--- config.mk ---
export PLATFORM = sky130hd
export DESIGN_NAME = fm_readback_streamer_flat
export DESIGN_NICKNAME = d
export VERILOG_FILES = /design/src/rtl/fm_readback_streamer_if.sv /design/src/rtl/fm_readback_streamer.sv /design/src/flat_wrapper.sv
export SDC_FILE = /design/constraint.sdc
export NUM_CORES = 1
export LEC_CHECK = 0
export CAP_MARGIN = 30
export CORE_MARGIN = 2
export CORE_UTILIZATION = 45
export CTS_CLUSTER_DIAMETER = 50
export CTS_CLUSTER_SIZE = 30
export DETAILED_ROUTE_END_ITERATION = 10
export HOLD_SLACK_MARGIN = 0.06
export PLACE_DENSITY = 0.69
export SYNTH_ARGS = -nofsm -noshare
export SYNTH_HDL_FRONTEND = slang
export SYNTH_SLANG_ARGS = --single-unit
--- constraint.sdc ---
create_clock -name clk -period 4.77 [get_ports clk]
set_input_delay 0.477 -clock clk [delete_from_list [all_inputs] [get_ports clk]]
set_output_delay 0.477 -clock clk [all_outputs]
set_load 0.02 [all_outputs]
--- src/rtl/fm_readback_streamer_if.sv ---
// fm_readback_streamer_if: byte stream carrying pixels with first-of-channel and end-of-transfer flags
interface fm_readback_streamer_if;
  logic [7:0] m_tdata;
  logic       m_tvalid;
  logic       m_tready;
  logic       m_tuser;
  logic       m_tlast;
  modport master (output m_tdata, m_tvalid, m_tuser, m_tlast, input m_tready);
  modport slave  (input m_tdata, m_tvalid, m_tuser, m_tlast, output m_tready);
endinterface

--- src/rtl/fm_readback_streamer.sv ---
// fm_readback_streamer: walks a channel/pixel range on the accelerator readback port, absorbs the
// fixed read latency and streams the pixels out with full backpressure
module fm_readback_streamer #(
  parameter int READ_LAT   = 2,
  parameter int FIFO_DEPTH = 4,
  parameter int NUM_CH     = 112
) (
  input  logic        clk,
  input  logic        reset,
  input  logic        cmd_start,
  input  logic [6:0]  cmd_ch_base,
  input  logic [6:0]  cmd_ch_count,
  input  logic [12:0] cmd_pix_count,
  input  logic        acc_busy,
  output logic [6:0]  output_ch,
  output logic [11:0] output_addr,
  input  logic [7:0]  output_data,
  fm_readback_streamer_if.master m,
  output logic        busy,
  output logic        done,
  output logic        err
);
  localparam int PW = FIFO_DEPTH > 1 ? $clog2(FIFO_DEPTH) : 1;
  localparam int CW = $clog2(FIFO_DEPTH + READ_LAT + 1);
  typedef logic [PW-1:0] ptr_t;
  typedef logic [CW-1:0] cnt_t;
  typedef enum logic [1:0] {IDLE, ISSUE, DRAIN, DONE} state_t;
  state_t state_q, state_d;
  logic [6:0] ch_q, ch_end_q;
  logic [11:0] addr_q;
  logic [12:0] pix_q;
  logic err_q;
  logic [READ_LAT-1:0] tv_q, tf_q, tl_q;
  logic [9:0] mem_q [FIFO_DEPTH];
  ptr_t wp_q, rp_q;
  cnt_t cnt_q, inflight;
  logic cmd_ok, issue, flush, accept, reject, ch_end, pix_end, wr, rd, credit;
  always_comb begin
    inflight = '0;
    for (int i = 0; i < READ_LAT; i++) inflight = inflight + cnt_t'(tv_q[i]);
  end
  // Reads already in flight reserve a FIFO slot, so the FIFO can never overflow
  assign credit = cnt_q + inflight < cnt_t'(FIFO_DEPTH);
  assign pix_end = {1'b0, addr_q} + 13'd1 == pix_q;
  assign ch_end = ch_q == ch_end_q;
  assign cmd_ok = !acc_busy && cmd_ch_count != '0 && cmd_pix_count != '0 && cmd_pix_count <= 13'd4096 &&
                  {1'b0, cmd_ch_base} + {1'b0, cmd_ch_count} <= 8'(NUM_CH);
  assign wr = tv_q[READ_LAT-1];
  assign rd = m.m_tvalid && m.m_tready;
  assign m.m_tvalid = cnt_q != '0;
  assign {m.m_tlast, m.m_tuser, m.m_tdata} = mem_q[rp_q];
  assign output_ch = ch_q;
  assign output_addr = addr_q;
  assign busy = state_q == ISSUE || state_q == DRAIN;
  assign done = state_q == DONE;
  assign err = err_q;
  always_comb begin
    state_d = state_q;
    issue = 1'b0;
    flush = 1'b0;
    accept = 1'b0;
    reject = 1'b0;
    case (state_q)
      IDLE: begin
        accept = cmd_start && cmd_ok;
        reject = cmd_start && !cmd_ok;
        state_d = accept ? ISSUE : IDLE;
      end
      ISSUE: begin
        flush = acc_busy;
        issue = !acc_busy && credit;
        state_d = acc_busy ? IDLE : (issue && ch_end && pix_end) ? DRAIN : ISSUE;
      end
      DRAIN: begin
        flush = acc_busy;
        state_d = acc_busy ? IDLE :
                  (inflight == '0 && (cnt_q == '0 || (cnt_q == cnt_t'(1) && rd))) ? DONE : DRAIN;
      end
      default: state_d = IDLE;
    endcase
  end
  always_ff @(posedge clk or posedge reset) begin
    if (reset) begin
      state_q <= IDLE;
      ch_q <= '0;
      ch_end_q <= '0;
      addr_q <= '0;
      pix_q <= '0;
      err_q <= 1'b0;
      tv_q <= '0;
      tf_q <= '0;
      tl_q <= '0;
      wp_q <= '0;
      rp_q <= '0;
      cnt_q <= '0;
      for (int i = 0; i < FIFO_DEPTH; i++) mem_q[i] <= '0;
    end else begin
      state_q <= state_d;
      err_q <= accept ? 1'b0 : (reject || flush) ? 1'b1 : err_q;
      if (accept) begin
        ch_q <= cmd_ch_base;
        addr_q <= '0;
        ch_end_q <= cmd_ch_base + cmd_ch_count - 7'd1;
        pix_q <= cmd_pix_count;
      end else if (issue && !(ch_end && pix_end)) begin
        addr_q <= pix_end ? '0 : addr_q + 12'd1;
        ch_q <= pix_end ? ch_q + 7'd1 : ch_q;
      end
      if (flush) begin
        tv_q <= '0;
        tf_q <= '0;
        tl_q <= '0;
        wp_q <= '0;
        rp_q <= '0;
        cnt_q <= '0;
      end else begin
        tv_q <= READ_LAT'({tv_q, issue});
        tf_q <= READ_LAT'({tf_q, addr_q == '0});
        tl_q <= READ_LAT'({tl_q, ch_end && pix_end});
        if (wr) mem_q[wp_q] <= {tl_q[READ_LAT-1], tf_q[READ_LAT-1], output_data};
        wp_q <= !wr ? wp_q : (wp_q == ptr_t'(FIFO_DEPTH - 1)) ? '0 : wp_q + 1'b1;
        rp_q <= !rd ? rp_q : (rp_q == ptr_t'(FIFO_DEPTH - 1)) ? '0 : rp_q + 1'b1;
        cnt_q <= cnt_q + cnt_t'(wr) - cnt_t'(rd);
      end
    end
  end
endmodule
--- src/flat_wrapper.sv ---
// flat-port wrapper written by rule: the top's interface ports become plain ports
module fm_readback_streamer_flat 
#(
  parameter int READ_LAT   = 2,
  parameter int FIFO_DEPTH = 4,
  parameter int NUM_CH     = 112
)
  (clk, reset, cmd_start, cmd_ch_base, cmd_ch_count, cmd_pix_count, acc_busy, output_ch, output_addr, output_data, busy, done, err, m_m_tdata, m_m_tvalid, m_m_tuser, m_m_tlast, m_m_tready);
  fm_readback_streamer_if m_i ();
  input  logic clk;
  input  logic reset;
  input  logic cmd_start;
  input  logic [6:0] cmd_ch_base;
  input  logic [6:0] cmd_ch_count;
  input  logic [12:0] cmd_pix_count;
  input  logic acc_busy;
  output logic [6:0] output_ch;
  output logic [11:0] output_addr;
  input  logic [7:0] output_data;
  output logic busy;
  output logic done;
  output logic err;
  output wire logic [$bits(m_i.m_tdata)-1:0] m_m_tdata;
  output wire logic [$bits(m_i.m_tvalid)-1:0] m_m_tvalid;
  output wire logic [$bits(m_i.m_tuser)-1:0] m_m_tuser;
  output wire logic [$bits(m_i.m_tlast)-1:0] m_m_tlast;
  input wire logic [$bits(m_i.m_tready)-1:0] m_m_tready;
  assign m_m_tdata = m_i.m_tdata;
  assign m_m_tvalid = m_i.m_tvalid;
  assign m_m_tuser = m_i.m_tuser;
  assign m_m_tlast = m_i.m_tlast;
  assign m_i.m_tready = m_m_tready;
  fm_readback_streamer #(.READ_LAT(READ_LAT), .FIFO_DEPTH(FIFO_DEPTH), .NUM_CH(NUM_CH)) u_core (.clk(clk), .reset(reset), .cmd_start(cmd_start), .cmd_ch_base(cmd_ch_base), .cmd_ch_count(cmd_ch_count), .cmd_pix_count(cmd_pix_count), .acc_busy(acc_busy), .output_ch(output_ch), .output_addr(output_addr), .output_data(output_data), .m(m_i), .busy(busy), .done(done), .err(err));
endmodule
==> flow_summary.html, run 1 <==
<table>
<tr><th>Metric</th><th>Value</th></tr>
<tr><th colspan="2">Timing</th></tr>
<tr><td>Final setup skew</td><td>0.009502 ns</td></tr>
<tr><td>Sum of negative setup slack</td><td>0 ns</td></tr>
<tr><td>Max transition margin</td><td>about 43%</td></tr>
<tr><td>Timing-limited maximum frequency</td><td>285.6 MHz</td></tr>
<tr><td>Worst Max-Slew Pin Slew</td><td>0.8566 ns</td></tr>
<tr><td>Post-route clock period utilization</td><td>73.41%</td></tr>
<tr><td>Hold violation total from the final report</td><td>0</td></tr>
<tr><td>Final Max Slew Viols</td><td>0</td></tr>
<tr><td>Total of endpoints with negative setup slack in the final report</td><td>0</td></tr>
<tr><td>Final critical delay including setup and external delays</td><td>around 3.5 ns</td></tr>
<tr><td>Setup repair after global routing missed its margin</td><td>no</td></tr>
<tr><td>Final critical-path setup slack</td><td>1.268 ns</td></tr>
<tr><th colspan="2">Yosys</th></tr>
<tr><td>Flip-flop and latch count after synthesis</td><td>95</td></tr>
<tr><td>Sequential cell area fraction in the yosys report</td><td>between 40% and 50%</td></tr>
<tr><td>Number of instances in the synthesized netlist</td><td>roughly 530</td></tr>
<tr><td>Synthesis warning total</td><td>0</td></tr>
<tr><td>Dominant synthesized flop cell</td><td>dfrtp_1</td></tr>
<tr><td>Net count after synthesis</td><td>between 600 and 700</td></tr>
<tr><td>Number of enable-type register cells in the synthesized netlist</td><td>0</td></tr>
<tr><td>Share of flip-flops with an asynchronous set or reset</td><td>100.0%</td></tr>
<tr><td>Syn_area_per_cell</td><td>around 11 µm²</td></tr>
<tr><td>Post-Synthesis Cell Area</td><td>between 0.005 and 0.006 mm²</td></tr>
<tr><td>Number of distinct library cells after synthesis</td><td>70</td></tr>
<tr><th colspan="2">Status</th></tr>
<tr><td>Run status</td><td>completed</td></tr>
<tr><th colspan="2">Global route</th></tr>
<tr><td>Largest net degree at the start of global routing</td><td>35</td></tr>
<tr><td>GRT Util Overall</td><td>19.55%</td></tr>
<tr><td>Antenna violations before repair</td><td>0</td></tr>
<tr><td>Wire length of the first global-routing pass</td><td>22.03 mm</td></tr>
<tr><td>Global-route congestion overflow total</td><td>0</td></tr>
<tr><td>Via count of the first global-routing pass</td><td>4402</td></tr>
<tr><th colspan="2">Placement</th></tr>
<tr><td>Pre-CTS setup slack</td><td>between 1 and 1.5 ns</td></tr>
<tr><td>RD Place Congestion</td><td>0.9130</td></tr>
<tr><td>Post-DP HPWL</td><td>9.502 mm</td></tr>
<tr><td>Input/output buffers</td><td>72</td></tr>
<tr><th colspan="2">Clocking</th></tr>
<tr><td>Post_cts resized</td><td>0</td></tr>
<tr><td>Hold-fix buffer count after cts</td><td>0</td></tr>
<tr><td>Clock Sinks</td><td>95</td></tr>
<tr><td>CTS tree</td><td>built</td></tr>
<tr><td>Number of buffers created by CTS</td><td>9</td></tr>
<tr><td>Maximum count of clock buffers along a single path</td><td>2</td></tr>
<tr><td>Buffers inserted during post-CTS setup optimization</td><td>0</td></tr>
<tr><td>Master cell of the clock root buffer</td><td>clkbuf_16</td></tr>
<tr><td>Clock edge transition at the registers on the reported setup and hold paths</td><td>approximately 0.07 ns</td></tr>
<tr><td>Later-pin clock latency in the skew report</td><td>0.35 ns</td></tr>
<tr><td>Clock H-tree levels</td><td>3</td></tr>
<tr><th colspan="2">Routing</th></tr>
<tr><td>Iteration-0 DRC count of the detailed router</td><td>294</td></tr>
<tr><td>Wire per inst</td><td>roughly 17 µm</td></tr>
<tr><td>Number of detailed-route iterations in the first pass</td><td>4</td></tr>
<tr><td>Detailed-route vias per instance</td><td>about 5.6</td></tr>
<tr><td>Number of remaining DRC errors</td><td>0</td></tr>
<tr><td>Total via count in the routed design</td><td>4335</td></tr>
<tr><td>Count of antenna-violating nets left after detailed routing</td><td>0</td></tr>
<tr><td>WL final</td><td>13.05 mm</td></tr>
<tr><th colspan="2">Min path</th></tr>
<tr><td>Class of the worst hold path</td><td>flop to flop</td></tr>
<tr><th colspan="2">Critical path</th></tr>
<tr><td>Worst EP required</td><td>5.03 ns</td></tr>
<tr><td>Worst setup path class</td><td>flop to flop</td></tr>
<tr><td>Data arrival at the endpoint of the critical path</td><td>3.76 ns</td></tr>
<tr><td>Kind of cell adding the most delay to the critical path</td><td>simple AND/OR/NAND/NOR gates</td></tr>
<tr><td>Critical path endpoint category</td><td>flop</td></tr>
<tr><td>Crit path cell chain</td><td>ha_1, nand3_1, o21ai_0, o311ai_0, nor4b_2, and4_1, a41o_1, a2bb2oi_1</td></tr>
<tr><td>Launching element type of the critical path</td><td>flop</td></tr>
<tr><td>Cell type of the slowest stage on the worst timing path</td><td>and4_1</td></tr>
<tr><td>Buffering stage count on the worst path with inverters included</td><td>0</td></tr>
<tr><td>Worst-path maximum fanout</td><td>27</td></tr>
<tr><td>Peak per-stage delay on the critical path</td><td>about 0.81 ns</td></tr>
<tr><th colspan="2">Layout</th></tr>
<tr><td>Final core occ</td><td>55.02%</td></tr>
<tr><td>Share of post-route cells with drive strength above 1</td><td>16.25%</td></tr>
<tr><td>Antenna diode count</td><td>0</td></tr>
<tr><td># nets final</td><td>between 600 and 700</td></tr>
<tr><td>Fillers</td><td>1119</td></tr>
<tr><td>Footprint of the flip-flops and latches</td><td>about 0.0024 mm²</td></tr>
<tr><td>Multi-input combinational cell area</td><td>~0.0031 mm²</td></tr>
<tr><td>Most frequent cells in the layout</td><td>dfrtp_1, clkdlybuf4s50_1, mux2_2, inv_1, ha_1</td></tr>
<tr><td>Relative area change from synthesis to final layout</td><td>19.49%</td></tr>
<tr><td>Most frequent standard cell in the layout excluding fill and tap cells</td><td>dfrtp_1</td></tr>
<tr><th colspan="2">Pwr</th></tr>
<tr><td>Highest ir drop seen on vdd</td><td>approximately 250 µV</td></tr>
<tr><td>Leakage power total</td><td>3.057 nW</td></tr>
<tr><td>Cell area power density</td><td>442.4 mW/mm²</td></tr>
<tr><th colspan="2">Floorplan</th></tr>
<tr><td>Die Footprint</td><td>between 0.01 and 0.015 mm²</td></tr>
<tr><td>Standard-cell row count</td><td>a little over 40</td></tr>
<tr><td>Core Footprint</td><td>0.01262 mm²</td></tr>
<tr><td>Top-Level Pins</td><td>73</td></tr>
<tr><td>Die width</td><td>117.6 µm</td></tr>
<tr><td>Initial Utilization</td><td>46.04%</td></tr>
<tr><td>Die boundary height</td><td>117.6 µm</td></tr>
<tr><th colspan="2">Job</th></tr>
<tr><td>Maximum capacitance violations</td><td>0</td></tr>
</table>
-- report_power, final --
part | switching, mW | leakage (nW) | internal, mW
clock | 0.313 | 0.145 | 0.410
combinational | 0.496 | 1.70 | 0.592
sequential | 0.243 | 1.21 | 1.02
total | 1.05 | 3.06 | 2.02
-- cell families after synthesis --
group / count (synthesis) / synth area share [%]
AND/OR/NAND/NOR: 129 / 13.26
AO/OA/AOI/OAI: 96 / 11.33
flip-flops: 95 / 40.91
multiplexers: 71 / 15.70
buffers and inverters: 66 / 5.254
adder cells (fa/ha/maj): 38 / 8.570
XOR/XNOR: 33 / 4.974
-- worst paths after layout --
path	depth (start not counted)	endpoint	startpoint	slack (ns)
max in group asynchronous	3	u_core.output_ch[0]	reset	3.45
worst min register to register	1	u_core.tl_q[1]	u_core.tl_q[0]	0.45
worst min-delay path	1	u_core.tl_q[1]	u_core.tl_q[0]	0.45
worst max register to register	8	u_core.output_ch[2]	u_core.output_addr[0]	1.27
worst max-delay path	8	u_core.output_ch[2]	u_core.output_addr[0]	1.27
min in group asynchronous	2	u_core.tl_q[0]	reset	0.49
-- stage by stage --
step | instances | cell area, µm² | total power [mW] | hold slack [ns]
floorplan | 528 | 5811 | 1.971 | 0.4277
global placement | 752 | 6626 | 2.306 | 0.4323
detailed placement | 753 | 6646 | 2.367 | 0.4389
CTS | 769 | 6943 | 3.099 | 0.4550
global route | 769 | 6943 | 3.265 | 0.4586
finish | 769 | 6943 | 3.071 | 0.4500
-- Yosys cell counts (all sizes together) (2+ instances only) --
master	count	area share (%)
dfrtp	95	41
mux2	58	11
inv	43	2.8
ha	35	7.5
a21oi	24	2.6
o21ai	23	2.0
nand2	21	1.4
nor2	19	1.3
xnor2	18	2.7
buf	17	2.1
xor2	15	2.3
nand4	13	1.5
nand3	12	1.1
nor3	11	0.95
mux4	10	3.9
nor4	10	1.4
a211oi	8	1.0
a21o	7	0.90
and3	7	0.75
or3	7	0.75
or4	7	0.97
and2	6	0.65
clkbuf	6	0.39
a31oi	5	0.54
a22oi	4	0.52
nand2b	4	0.43
fa	3	1.0
mux2i	3	0.52
nor2b	3	0.32
o211ai	3	0.39
o21a	3	0.39
o31ai	3	0.39
a211o	2	0.30
a311o	2	0.34
and4	2	0.34
and4b	2	0.34
nor4b	2	0.67
or2	2	0.22
-- layout make-up --
cell class	instances	area share, %
clock inverters	6	0.9731
clock buffers	10	3.298
inverters	43	2.343
repair buffers	76	10.99
multi-input cells	367	45.05
well taps	172	3.100
flip-flops and latches	95	34.24
-- layer usage --
layer / GRT usage [%] / vias to the layer above / part of all wire, %
li1: - / 2043 / -
met1: 24.48 / 2180 / 43
met2: 34.38 / 101 / 52
met3: 4.312 / 11 / 4.4
met4: 4.744 / 0 / 0.89
met5: 0 / - / 0
-- worst register-to-register path, stage by stage (launching register included) --
cell	delay, ns
dfrtp_1	0.56
ha_1	0.34
nand3_1	0.33
o21ai_0	0.37
o311ai_0	0.25
nor4b_2	0.30
and4_1	0.81
a41o_1	0.30
a2bb2oi_1	0.17
-- registers in the layout (all words and copies together), names as in the netlist --
register,flops
u_core.mem_q,40
u_core.pix_q,13
u_core.output_addr,12
u_core.ch_end_q,7
u_core.output_ch,7
u_core.cnt_q,3
u_core.rp_q,2
u_core.state_q,2
u_core.tf_q,2
u_core.tl_q,2
u_core.tv_q,2
u_core.wp_q,2
u_core.err,1
No activity file was read; power rests on OpenSTA's default activity.
==> run 2, diff against run 1 <==
- PLACE_DENSITY: 0.69 -> 0.71
- clock period: 4.77 -> 3.17 ns (I/O delays scaled with it)
==> flow_summary.html, run 2 (synthesized netlist as in run 1, its figures left out) <==
<table>
<tr><th>Metric</th><th>Value</th></tr>
<tr><th colspan="2">Timing</th></tr>
<tr><td>Final critical-path setup slack</td><td>0.2476 ns</td></tr>
<tr><td>Post-route clock period utilization</td><td>92.19%</td></tr>
<tr><td>Total of endpoints with negative setup slack in the final report</td><td>0</td></tr>
<tr><td>Setup repair after global routing missed its margin</td><td>no</td></tr>
<tr><td>Hold WS</td><td>0.4147 ns</td></tr>
<tr><td>Worst Max-Slew Pin Slew</td><td>0.7627 ns</td></tr>
<tr><td>Hold violation total from the final report</td><td>0</td></tr>
<tr><td>Timing-limited maximum frequency</td><td>about 340 MHz</td></tr>
<tr><td>Final setup skew</td><td>around 0.0076 ns</td></tr>
<tr><td>Max transition margin</td><td>49.10%</td></tr>
<tr><td>Final Max Slew Viols</td><td>0</td></tr>
<tr><td>Final critical delay including setup and external delays</td><td>approximately 2.9 ns</td></tr>
<tr><th colspan="2">Floorplan</th></tr>
<tr><td>Die width</td><td>117.6 µm</td></tr>
<tr><td>Core Footprint</td><td>0.01262 mm²</td></tr>
<tr><td>Standard-cell row count</td><td>41</td></tr>
<tr><td>Die Footprint</td><td>0.01384 mm²</td></tr>
<tr><td>Top-Level Pins</td><td>73</td></tr>
<tr><td>Die boundary height</td><td>117.6 µm</td></tr>
<tr><td>Initial Utilization</td><td>46.04%</td></tr>
<tr><th colspan="2">Global route</th></tr>
<tr><td>Wire length of the first global-routing pass</td><td>approximately 22 mm</td></tr>
<tr><td>GRT Util Overall</td><td>between 10% and 20%</td></tr>
<tr><td>Largest net degree at the start of global routing</td><td>52</td></tr>
<tr><td>Via count of the first global-routing pass</td><td>roughly 4400</td></tr>
<tr><td>Global-route congestion overflow total</td><td>0</td></tr>
<tr><td>Antenna violations before repair</td><td>0</td></tr>
<tr><th colspan="2">Critical path</th></tr>
<tr><td>Worst-path maximum fanout</td><td>10</td></tr>
<tr><td>Worst setup path class</td><td>primary input to flop</td></tr>
<tr><td>CP Launch Point</td><td>cmd_ch_count[0]</td></tr>
<tr><td>Launching element type of the critical path</td><td>primary input</td></tr>
<tr><td>Data arrival at the endpoint of the critical path</td><td>3.19 ns</td></tr>
<tr><td>Critical path endpoint category</td><td>flop</td></tr>
<tr><td>Startpoint of the worst register-to-register path</td><td>u_core.output_addr[0]</td></tr>
<tr><td>Capture instance of the worst register-to-register path</td><td>u_core.output_ch[1]</td></tr>
<tr><td>Reg2Reg Setup Slack</td><td>0.33 ns</td></tr>
<tr><td>CP Capture Point</td><td>u_core.output_addr[2]</td></tr>
<tr><td>Worst R2R Path Depth</td><td>9</td></tr>
<tr><td>Worst EP required</td><td>about 3.4 ns</td></tr>
<tr><th colspan="2">Routing</th></tr>
<tr><td>Wire per inst</td><td>16.36 µm</td></tr>
<tr><td>Number of detailed-route iterations in the first pass</td><td>4</td></tr>
<tr><td>Count of antenna-violating nets left after detailed routing</td><td>0</td></tr>
<tr><td>Detailed-route vias per instance</td><td>approximately 5.5</td></tr>
<tr><td>Number of remaining DRC errors</td><td>0</td></tr>
<tr><td>WL final</td><td>12.83 mm</td></tr>
<tr><td>Iteration-0 DRC count of the detailed router</td><td>349</td></tr>
<tr><td>Total via count in the routed design</td><td>approximately 4300</td></tr>
<tr><th colspan="2">Clocking</th></tr>
<tr><td>Hold-fix buffer count after cts</td><td>0</td></tr>
<tr><td>Master cell of the clock root buffer</td><td>clkbuf_16</td></tr>
<tr><td>CTS tree</td><td>built</td></tr>
<tr><td>Clock edge transition at the registers on the reported setup and hold paths</td><td>approximately 0.07 ns</td></tr>
<tr><td>Clock H-tree levels</td><td>3</td></tr>
<tr><td>Later-pin clock latency in the skew report</td><td>0.35 ns</td></tr>
<tr><td>Clock Sinks</td><td>95</td></tr>
<tr><td>Number of buffers created by CTS</td><td>9</td></tr>
<tr><td>Maximum count of clock buffers along a single path</td><td>2</td></tr>
<tr><th colspan="2">Layout</th></tr>
<tr><td>Most frequent standard cell in the layout excluding fill and tap cells</td><td>dfrtp_1</td></tr>
<tr><td>Relative area change from synthesis to final layout</td><td>22.46%</td></tr>
<tr><td>Number of flip-flops under the largest register name</td><td>40</td></tr>
<tr><td>Share of post-route cells with drive strength above 1</td><td>18.46%</td></tr>
<tr><td>Antenna diode count</td><td>0</td></tr>
<tr><td>Final core occ</td><td>between 50% and 60%</td></tr>
<tr><td>Area of all placed cells without fillers</td><td>0.007116 mm²</td></tr>
<tr><td>Register bank with the most flops</td><td>u_core.mem_q</td></tr>
<tr><td># nets final</td><td>685</td></tr>
<tr><td>Most frequent cells in the layout</td><td>dfrtp_1, clkdlybuf4s50_1, mux2_2, inv_1, ha_1</td></tr>
<tr><th colspan="2">Placement</th></tr>
<tr><td>RD Place Congestion</td><td>about 0.94</td></tr>
<tr><td>Post-DP HPWL</td><td>approximately 9.4 mm</td></tr>
<tr><td>Input/output buffers</td><td>slightly above 70</td></tr>
<tr><td>Pre-CTS setup slack</td><td>-0.1148 ns</td></tr>
<tr><td>Instance area at placement</td><td>0.006784 mm²</td></tr>
<tr><th colspan="2">Job</th></tr>
<tr><td>Maximum capacitance violations</td><td>0</td></tr>
<tr><th colspan="2">Pwr</th></tr>
<tr><td>Cell area power density</td><td>668.5 mW/mm²</td></tr>
<tr><td>Total Power Consumption</td><td>4.757 mW</td></tr>
<tr><td>Leakage power total</td><td>3.160 nW</td></tr>
<tr><td>Highest ir drop seen on vdd</td><td>410.5 µV</td></tr>
<tr><th colspan="2">Min path</th></tr>
<tr><td>Class of the worst hold path</td><td>primary input to asynchronous set/reset pin</td></tr>
<tr><th colspan="2">Status</th></tr>
<tr><td>Run status</td><td>completed</td></tr>
</table>
run 2: metal layers:
layer  up-vias  GRT usage (%)  share of wire, %
met4         0          5.346               1.0
li1       2066              -                 -
met2        88          32.49                51
met3         8          3.924               3.4
met1      2146          24.84                44
met5         -              0                 0
run 2: cell type report:
type	instances	area [µm²]
clock buffer	11	242.7
clock inverter	5	88.84
fill	1087	5504
inverter	43	162.7
multi-input combinational	367	3128
sequential	95	2377
tap	172	215.2
timing repair buffer	91	900.9
run 2: timing repair:
| item | in CTS | in global routing |
|---|---|---|
| resized for setup | 0 | 1 |
| buffers inserted | 0 | 0 |
| endpoints found under the setup margin | 0 | 9 |
run 2: power breakdown:
| part | leakage (nW) | switching [mW] | internal, mW |
|---|---|---|---|
| registers | 1.21 | 0.344 | 1.53 |
| logic | 1.79 | 0.767 | 0.921 |
| clock network | 0.162 | 0.471 | 0.723 |
run 2: how the worst min path moves through the flow:
stage,startpoint,to,slack (ns)
after floorplan,u_core.tf_q[0],u_core.tf_q[1],0.43
after global placement,u_core.tl_q[0],u_core.tl_q[1],0.43
after detailed placement,u_core.tf_q[0],u_core.tf_q[1],0.44
after CTS,reset,u_core.mem_q[3],0.43
after global routing,reset,u_core.mem_q[15],0.48
final,reset,u_core.mem_q[15],0.41
run 2: critical path, stage by stage:
cell and delay, ns:
clkdlybuf4s50_1 0.46, ha_1 0.24, fa_1 0.41, nand3_1 0.11, a211oi_1 0.08, or3_1 0.35, o21a_1 0.12, o311a_1 0.46
or2_2 0.49, a21oi_2 0.15
run 2: stage by stage:
stage	TNS, ns	std cells
6_report	0	784
3_5_place_dp	-1.871	768
2_1_floorplan	0	528
5_1_grt	0	784
4_1_cts	0	784
3_3_place_gp	-1.212	768
